===== src/rtl/jtag_cmd_pkg.sv =====
// Shared command/status encodings and FSM state type for the JTAG command master.
package jtag_cmd_pkg;

  localparam logic [7:0] CMD_NOP    = 8'h00;
  localparam logic [7:0] CMD_WRITE  = 8'h01;
  localparam logic [7:0] CMD_READ   = 8'h02;

  localparam logic [7:0] ST_OK      = 8'h00;
  localparam logic [7:0] ST_BADCMD  = 8'h01;
  localparam logic [7:0] ST_TIMEOUT = 8'h02;

  typedef enum logic [2:0] {
    S_IDLE,
    S_ADDR,
    S_WDATA,
    S_BUS,
    S_RESP_STAT,
    S_RESP_DATA
  } state_e;

endpackage


===== src/rtl/jtag_cmd_master.sv =====
// Byte-stream command engine: decodes WRITE/READ packets from the bridge, runs one bus beat,
// streams status/read data back. Define JTAG_CMD_TIMEOUT_EN to enable the bus ack timeout.
module jtag_cmd_master
  import jtag_cmd_pkg::*;
#(
  parameter int ADDR_BYTES     = 4,
  parameter int DATA_BYTES     = 4,
  parameter int TIMEOUT_CYCLES = 1024
) (
  input  logic                    i_clk,
  input  logic                    i_rst,
  input  logic [7:0]              i_rx_data,
  input  logic                    i_rx_avail,
  output logic                    o_rx_read,
  output logic [7:0]              o_tx_data,
  output logic                    o_tx_write,
  input  logic                    i_tx_ready,
  output logic                    o_bus_req,
  output logic                    o_bus_we,
  output logic [8*ADDR_BYTES-1:0] o_bus_addr,
  output logic [8*DATA_BYTES-1:0] o_bus_wdata,
  input  logic                    i_bus_ack,
  input  logic [8*DATA_BYTES-1:0] i_bus_rdata
);

  localparam int AW   = 8 * ADDR_BYTES;
  localparam int DW   = 8 * DATA_BYTES;
  localparam int MAXB = (ADDR_BYTES > DATA_BYTES) ? ADDR_BYTES : DATA_BYTES;
  localparam int CW   = (MAXB > 1) ? $clog2(MAXB) : 1;
  localparam logic [CW-1:0] ADDR_LAST = CW'(ADDR_BYTES - 1);
  localparam logic [CW-1:0] DATA_LAST = CW'(DATA_BYTES - 1);

  state_e          state_q, state_d;
  logic [CW-1:0]   cnt_q, cnt_d;
  logic            we_q, we_d;
  logic [AW-1:0]   addr_q, addr_d;
  logic [DW-1:0]   wdata_q, wdata_d;
  logic [DW-1:0]   rdata_q, rdata_d;
  logic [7:0]      status_q, status_d;
  logic [DW-1:0]   rdata_sh;

`ifdef JTAG_CMD_TIMEOUT_EN
  localparam int TW = $clog2(TIMEOUT_CYCLES + 1);
  localparam logic [TW-1:0] TMO_LAST = TW'(TIMEOUT_CYCLES - 1);
  logic [TW-1:0]   tmo_q, tmo_d;
`endif

  // Response bytes leave MSB first: shift the selected byte to the top.
  assign rdata_sh    = rdata_q << {cnt_q, 3'b000};
  assign o_bus_we    = we_q;
  assign o_bus_addr  = addr_q;
  assign o_bus_wdata = wdata_q;

  // NOTE: state registers use non-blocking assignments so every flop samples pre-edge values.
  always_ff @(posedge i_clk) begin
    if (i_rst) begin
      state_q  <= S_IDLE;
      cnt_q    <= '0;
      we_q     <= 1'b0;
      addr_q   <= '0;
      wdata_q  <= '0;
      rdata_q  <= '0;
      status_q <= ST_OK;
`ifdef JTAG_CMD_TIMEOUT_EN
      tmo_q    <= '0;
`endif
    end else begin
      state_q  <= state_d;
      cnt_q    <= cnt_d;
      we_q     <= we_d;
      addr_q   <= addr_d;
      wdata_q  <= wdata_d;
      rdata_q  <= rdata_d;
      status_q <= status_d;
`ifdef JTAG_CMD_TIMEOUT_EN
      tmo_q    <= tmo_d;
`endif
    end
  end

  // NOTE: every signal gets a default before the case so no path can infer a latch.
  always_comb begin
    state_d    = state_q;
    cnt_d      = cnt_q;
    we_d       = we_q;
    addr_d     = addr_q;
    wdata_d    = wdata_q;
    rdata_d    = rdata_q;
    status_d   = status_q;
    o_rx_read  = 1'b0;
    o_tx_write = 1'b0;
    o_tx_data  = 8'h00;
    o_bus_req  = 1'b0;
`ifdef JTAG_CMD_TIMEOUT_EN
    tmo_d      = '0;
`endif

    unique case (state_q)
      S_IDLE: begin
        o_rx_read = i_rx_avail;
        if (i_rx_avail) begin
          cnt_d = '0;
          unique case (i_rx_data)
            CMD_NOP:   ;
            CMD_WRITE: begin we_d = 1'b1; state_d = S_ADDR; end
            CMD_READ:  begin we_d = 1'b0; state_d = S_ADDR; end
            default:   begin status_d = ST_BADCMD; state_d = S_RESP_STAT; end
          endcase
        end
      end

      S_ADDR: begin
        o_rx_read = i_rx_avail;
        if (i_rx_avail) begin
          addr_d = AW'({addr_q, i_rx_data});
          if (cnt_q == ADDR_LAST) begin
            cnt_d   = '0;
            state_d = we_q ? S_WDATA : S_BUS;
          end else begin
            cnt_d = cnt_q + 1'b1;
          end
        end
      end

      S_WDATA: begin
        o_rx_read = i_rx_avail;
        if (i_rx_avail) begin
          wdata_d = DW'({wdata_q, i_rx_data});
          if (cnt_q == DATA_LAST) begin
            cnt_d   = '0;
            state_d = S_BUS;
          end else begin
            cnt_d = cnt_q + 1'b1;
          end
        end
      end

      S_BUS: begin
        o_bus_req = 1'b1;
        if (i_bus_ack) begin
          rdata_d  = i_bus_rdata;
          status_d = ST_OK;
          state_d  = S_RESP_STAT;
        end
`ifdef JTAG_CMD_TIMEOUT_EN
        else if (tmo_q == TMO_LAST) begin
          status_d = ST_TIMEOUT;
          state_d  = S_RESP_STAT;
        end else begin
          tmo_d = tmo_q + 1'b1;
        end
`endif
      end

      S_RESP_STAT: begin
        o_tx_data  = status_q;
        o_tx_write = i_tx_ready;
        if (i_tx_ready) begin
          cnt_d   = '0;
          state_d = (!we_q && status_q == ST_OK) ? S_RESP_DATA : S_IDLE;
        end
      end

      S_RESP_DATA: begin
        o_tx_data  = rdata_sh[DW-1 -: 8];
        o_tx_write = i_tx_ready;
        if (i_tx_ready) begin
          if (cnt_q == DATA_LAST) begin
            cnt_d   = '0;
            state_d = S_IDLE;
          end else begin
            cnt_d = cnt_q + 1'b1;
          end
        end
      end

      default: state_d = S_IDLE;
    endcase
  end

endmodule

===== config.mk =====
export PLATFORM = sky130hd
export DESIGN_NAME = jtag_cmd_master
export DESIGN_NICKNAME = d
export VERILOG_FILES = /design/src/rtl/jtag_cmd_pkg.sv /design/src/rtl/jtag_cmd_master.sv
export SDC_FILE = /design/constraint.sdc
export NUM_CORES = 1
export LEC_CHECK = 0
export BUFFER_PORTS_ARGS = -buffer_cell sky130_fd_sc_hd__buf_2
export CAP_MARGIN = 25
export CORE_ASPECT_RATIO = 1.75
export CORE_MARGIN = 2
export CORE_UTILIZATION = 46
export CTS_BUF_LIST = sky130_fd_sc_hd__clkbuf_16
export CTS_CLUSTER_DIAMETER = 50
export CTS_CLUSTER_SIZE = 40
export DETAILED_ROUTE_END_ITERATION = 12
export GPL_ROUTABILITY_DRIVEN = 1
export GPL_TIMING_DRIVEN = 0
export PLACE_DENSITY = 0.75
export SYNTH_ARGS = -nofsm -noshare
export SYNTH_HDL_FRONTEND = slang
export SYNTH_SLANG_ARGS = --single-unit

===== constraint.sdc =====
create_clock -name i_clk -period 1.5 [get_ports i_clk]
set_clock_uncertainty 0.15 [all_clocks]
set_input_delay 0.15 -clock i_clk [delete_from_list [all_inputs] [get_ports i_clk]]
set_output_delay 0.15 -clock i_clk [all_outputs]
set_load 0.05 [all_outputs]

After elaboration in Yosys (flattened, before gate mapping)
Cells that the tools add are included. Widths: inputs -> output; s select.

Memories: 0. Bits in registers: 110. Latch bits: 0. Bits in writable memories: 0. Output and inout bits: 76. ROM bits: 0.

$lt $le $gt $ge: 0. Add/sub/neg operators: 1. Shift-type cells: 1. Div/mod/pow operators: 0. Reductions and logical operators: 20. Eq/ne operators: 20. $mul: 0. Mux-type cells: 28. Bitwise logic cells: 0.

Operator list (count): $pmux 8 s2 (2); $shl 32x5->32 (1); $mux 3 (10); $mux 8 (3); $ne 2x2->1 const B (11); $pmux 3 s6 (1); $logic_not 8->1 (2); $mux 2 (5); $reduce_and 10->1 (1); $eq 8x1->1 const B (1); $eq 8x2->1 const B (1); $pmux 2 s4 (1); $eq 3x2->1 const B (2); $eq 3x3->1 const B (2); $pmux 3 s2 (1); $reduce_and 2->1 (3); $reduce_or 2->1 (3); $reduce_or 3->1 (2); $reduce_and 5->1 (1); $mux 1 (4); $reduce_and 4->1 (1); $reduce_bool 2->1 (2); $reduce_bool 4->1 (1); $eq 3x1->1 const B (1); other kinds (8) (8).

Logic depth before layout (Yosys ltp)
Depth after elaboration: 5. Gate-level depth with buffers: 6. Depth with buffers taken out: 5.

Worst setup path before layout
No wires, ideal clock.

Kind: reg-to-output. Start point: register state_q[1]. End point: output o_tx_data[1]. Arrival time: 1.614 ns. Buffers on the path: 1. Stages on the path, launching flop included: 5. Path slack: -0.414 ns. Cell sequence: dfxtp_1 buf_6 nand2b_4 or2_2 nor2b_1.

Word-level cells in the longest chain between the ends: 2.

Ends and longest elaborated chain: from (decl) (RTL line jtag_cmd_master.sv:33) `state_e state_q, state_d;`; from (signal assigned) (RTL line jtag_cmd_master.sv:68) `state_q <= state_d;`; $eq 3x3->1 (RTL line jtag_cmd_master.sv:98) `unique case (state_q)`; $pmux 8 s2 (*) (RTL line jtag_cmd_master.sv:98); to (decl) (RTL line jtag_cmd_master.sv:15) `output logic [7:0] o_tx_data,`.

Every way passes the cells marked *; elsewhere a longest branch is shown, timed or not.

Worst setup path after layout
Start point: register cnt_q[0]. End point: output o_tx_data[0].

Word-level cells in the longest chain between the ends: 2.

Ends and longest elaborated chain: from (decl) (RTL line jtag_cmd_master.sv:34) `logic [CW-1:0] cnt_q, cnt_d;`; from (signal assigned) (RTL line jtag_cmd_master.sv:69) `cnt_q <= cnt_d;`; $shl 32x5->32 (RTL line jtag_cmd_master.sv:49) `assign rdata_sh = rdata_q << {cnt_q, 3'b000};`; $pmux 8 s2 (RTL line jtag_cmd_master.sv:98).

No other way between the ends.

==> flow_metrics.env <==
export IMPL_cts_buffers=9
export IMPL_cellPowerDensity_mw_per_mm2=904
export IMPL_endpoint_kind="primary output"
export IMPL_min_path_type="in2reg"
export IMPL_fin_ws_ns=-0.598
export IMPL_grtUsageTotal_pct=30.2
export IMPL_critical_path_required_ns=1.20
export IMPL_ioPinCount=121
export IMPL_syn_avg_cell_area_sq_um=8.12
export IMPL_die_y_um=130
export IMPL_cts_sinks=103
export IMPL_ys_seq_area_share_pct=49.5
export IMPL_crit_type="reg2out"
export IMPL_floorplan_initialDensity_pct=46.7
export IMPL_nNetsFinal=768
export IMPL_worstSkewPairLatency_ns=0.35
export IMPL_cts_tree="built"
export IMPL_wl_mm=19.0
export IMPL_final_util_pct=86.5
export IMPL_netlist_cell_type_count=42
export IMPL_synth_seq_cells=103
export IMPL_core_rowCount=46
export IMPL_clockBufferDepth=2
export IMPL_layout_min_cycle_time_ns=2.10
export IMPL_routedWlPerCell_um=22.5
export IMPL_die_w_um=75.9
export IMPL_gp_congestion=0.889
export IMPL_synthArstFlopShare_pct=0
export IMPL_rsz0062_at_grt="yes"
export IMPL_firstDrtPassIters=5
export IMPL_min_period_over_period_pct=140
export IMPL_violations="setup timing"
export IMPL_fmax_ghz=0.477
export IMPL_vias=4822
export IMPL_max_slew_margin_pct=38.0
export IMPL_cts_root_buffer="clkbuf_16"
export IMPL_clk_pin_slew_ns=0.07
export IMPL_final_hold_violation_count=0
export IMPL_via_per_inst=5.70
export IMPL_dp_hpwl_mm=8.48
export IMPL_grt_pass1_wl_mm=22.9
export IMPL_nFillCells=399
export IMPL_placed_cell_area_sq_mm=0.00500
export IMPL_synth_cells=513
export IMPL_ys_warn_count=0
export IMPL_grt_ovfl_total=0
export IMPL_diodes=0
export IMPL_antenna_found_initial=0
export IMPL_syn2layout_area_growth_pct=85.3
export IMPL_synth_ff_type="dfxtp_1"
export IMPL_core_sq_mm=0.00892
export IMPL_drive_above_1_share_pct=68.6
export IMPL_setup_violations=113
export IMPL_min_path_cells=3
export IMPL_postRouteAntennaNets=0
export IMPL_arrival_ns=1.80
export IMPL_p_leak_nw=3.18
export IMPL_remaining_drc_errors=0
export IMPL_run_status="finished with violations"
export IMPL_timing_final_max_slew_violations=0
export IMPL_drt_iter0_drc=306
export IMPL_maxCapViolCount=0
export IMPL_r2r_cells=7
export IMPL_first_global_vias=4587
export IMPL_syn_num_nets=559
export IMPL_grt_max_degree=17
export IMPL_htree_levels=3
export IMPL_worst_path_max_fanout=5
export IMPL_syn_area_sq_mm=0.00417
export IMPL_final_area_sq_mm=0.00772
export IMPL_synth_edf_count=0
export IMPL_io_buffers=119
export IMPL_fp_dieArea_sq_mm=0.00986
export IMPL_start_kind="register"
export IMPL_tightest_slew_ns=0.930
export IMPL_vdd_ir_drop_max_v=0.000742
## worst max-delay path, stage by stage, from the launching register on
cell and delay, ns:
dfxtp_2 0.36, buf_12 0.12, mux4_2 0.51, mux2i_2 0.23
nor2_4 0.07, buf_6 0.16
## timing repair
item / in CTS / in global routing
buffers inserted: 18 / 5
endpoints found under the hold margin: 46 / 0
pin swaps: 95 / 130
hold buffers: 39 / 0
resized for setup: 194 / 280
endpoints found under the setup margin: 106 / 109
gates cloned: 11 / 8
## registers in the layout, summed over array words and instances (netlist names)
register and cells:
o_bus_we 1, state_q 3, o_bus_wdata 32, cnt_q 2, status_q 1, rdata_q 32
o_bus_addr 32
## through the flow
step	hold slack (ns)	setup TNS, ns	power (mW)	setup WS [ns]	instances
global route	0.0551	-26.28	7.12	-0.623	846
global placement	0.241	-8.00	3.92	-0.285	752
detailed placement	0.248	-10.45	3.94	-0.314	752
floorplan	0.136	-0.259	3.68	-0.0901	513
finish	0.0564	-22.96	6.98	-0.598	846
CTS	0.00847	-7.57	6.51	-0.551	834
## final timing paths
kind | from | end | slack, ns
hold / removal | i_rst | state_q[0] | 0.06
setup reg to reg | state_q[2] | o_bus_addr[18] | -0.26
hold reg to reg | o_bus_addr[31] | o_bus_addr[31] | 0.31
setup / recovery | cnt_q[0] | o_tx_data[0] | -0.60
## layer usage
metal | vias up | track usage [%] | wire length, um
li1 | 2119 | - | -
met1 | 2329 | 27.1 | 6010
met2 | 267 | 61.0 | 10700
met3 | 107 | 5.60 | 902
met4 | 0 | 19.6 | 1460
met5 | - | 0 | 0
## power by group
part | switching, mW | internal (mW)
combinational | 1.04 | 0.840
sequential | 0.0837 | 2.80
clock | 1.11 | 1.12
## cell type report
cell class	count	area, sq um	area share, %
multi-input cells	366	3160	40.9
flip-flops and latches	103	2070	26.8
inverters	5	18.8	0.243
clock buffers	9	225	2.92
plain buffers	38	430	5.58
clock inverters	6	40.0	0.519
well taps	120	150	1.94
repair buffers	199	1620	21.0
## synthesized netlist by cell type, types with 2 or more instances
| master | number | area [sq um] |
|---|---|---|
| buf_6 | 3 | 33.8 |
| nand3_1 | 3 | 15.0 |
| nand2b_1 | 2 | 12.5 |
| and3b_1 | 2 | 17.5 |
| nand2_1 | 196 | 736 |
| nor4_1 | 2 | 12.5 |
| nor2_1 | 7 | 26.3 |
| inv_1 | 5 | 18.8 |
| mux2i_1 | 2 | 20.0 |
| xor2_1 | 2 | 17.5 |
| dfxtp_1 | 103 | 2060 |
| and2b_1 | 2 | 15.0 |
| buf_4 | 4 | 30.0 |
| and3_1 | 4 | 25.0 |
| mux4_2 | 8 | 180 |
| a41oi_1 | 2 | 17.5 |
| nor3_1 | 2 | 10.0 |
| a21oi_1 | 102 | 510 |
| nor2b_1 | 7 | 43.8 |
| clkbuf_1 | 14 | 52.6 |
| and2_1 | 2 | 12.5 |
| buf_2 | 18 | 90.1 |
| nand4_1 | 2 | 12.5 |
## kinds of logic after synthesis
kind of cell	count (synthesis)	synth area share (%)
adders and majority gates	1	0.300
AOI/OAI and AO/OA	114	15.0
DFF	103	49.5
buffers and inverters	44	5.41
and+or+nand+nor	238	24.3
xor gates and xnor gates	2	0.420
muxes	11	5.17
## layout by cell type, fill, tap and decap left out, drive strengths merged, types with 2 or more instances in the layout
master,count
xor2,2
inv,8
a221oi,2
clkbuf,26
a21oi,102
dlygate4sd3,39
nor2,7
nor4,3
nand2,196
and3,4
nor3,2
a41oi,2
mux4,8
clkinvlp,2
nand2b,3
and2b,3
nand3,3
dfxtp,103
and2,2
mux2i,2
nor2b,7
and3b,2
buf,181
nand4,2
No activity file was read; power rests on OpenSTA's default activity.
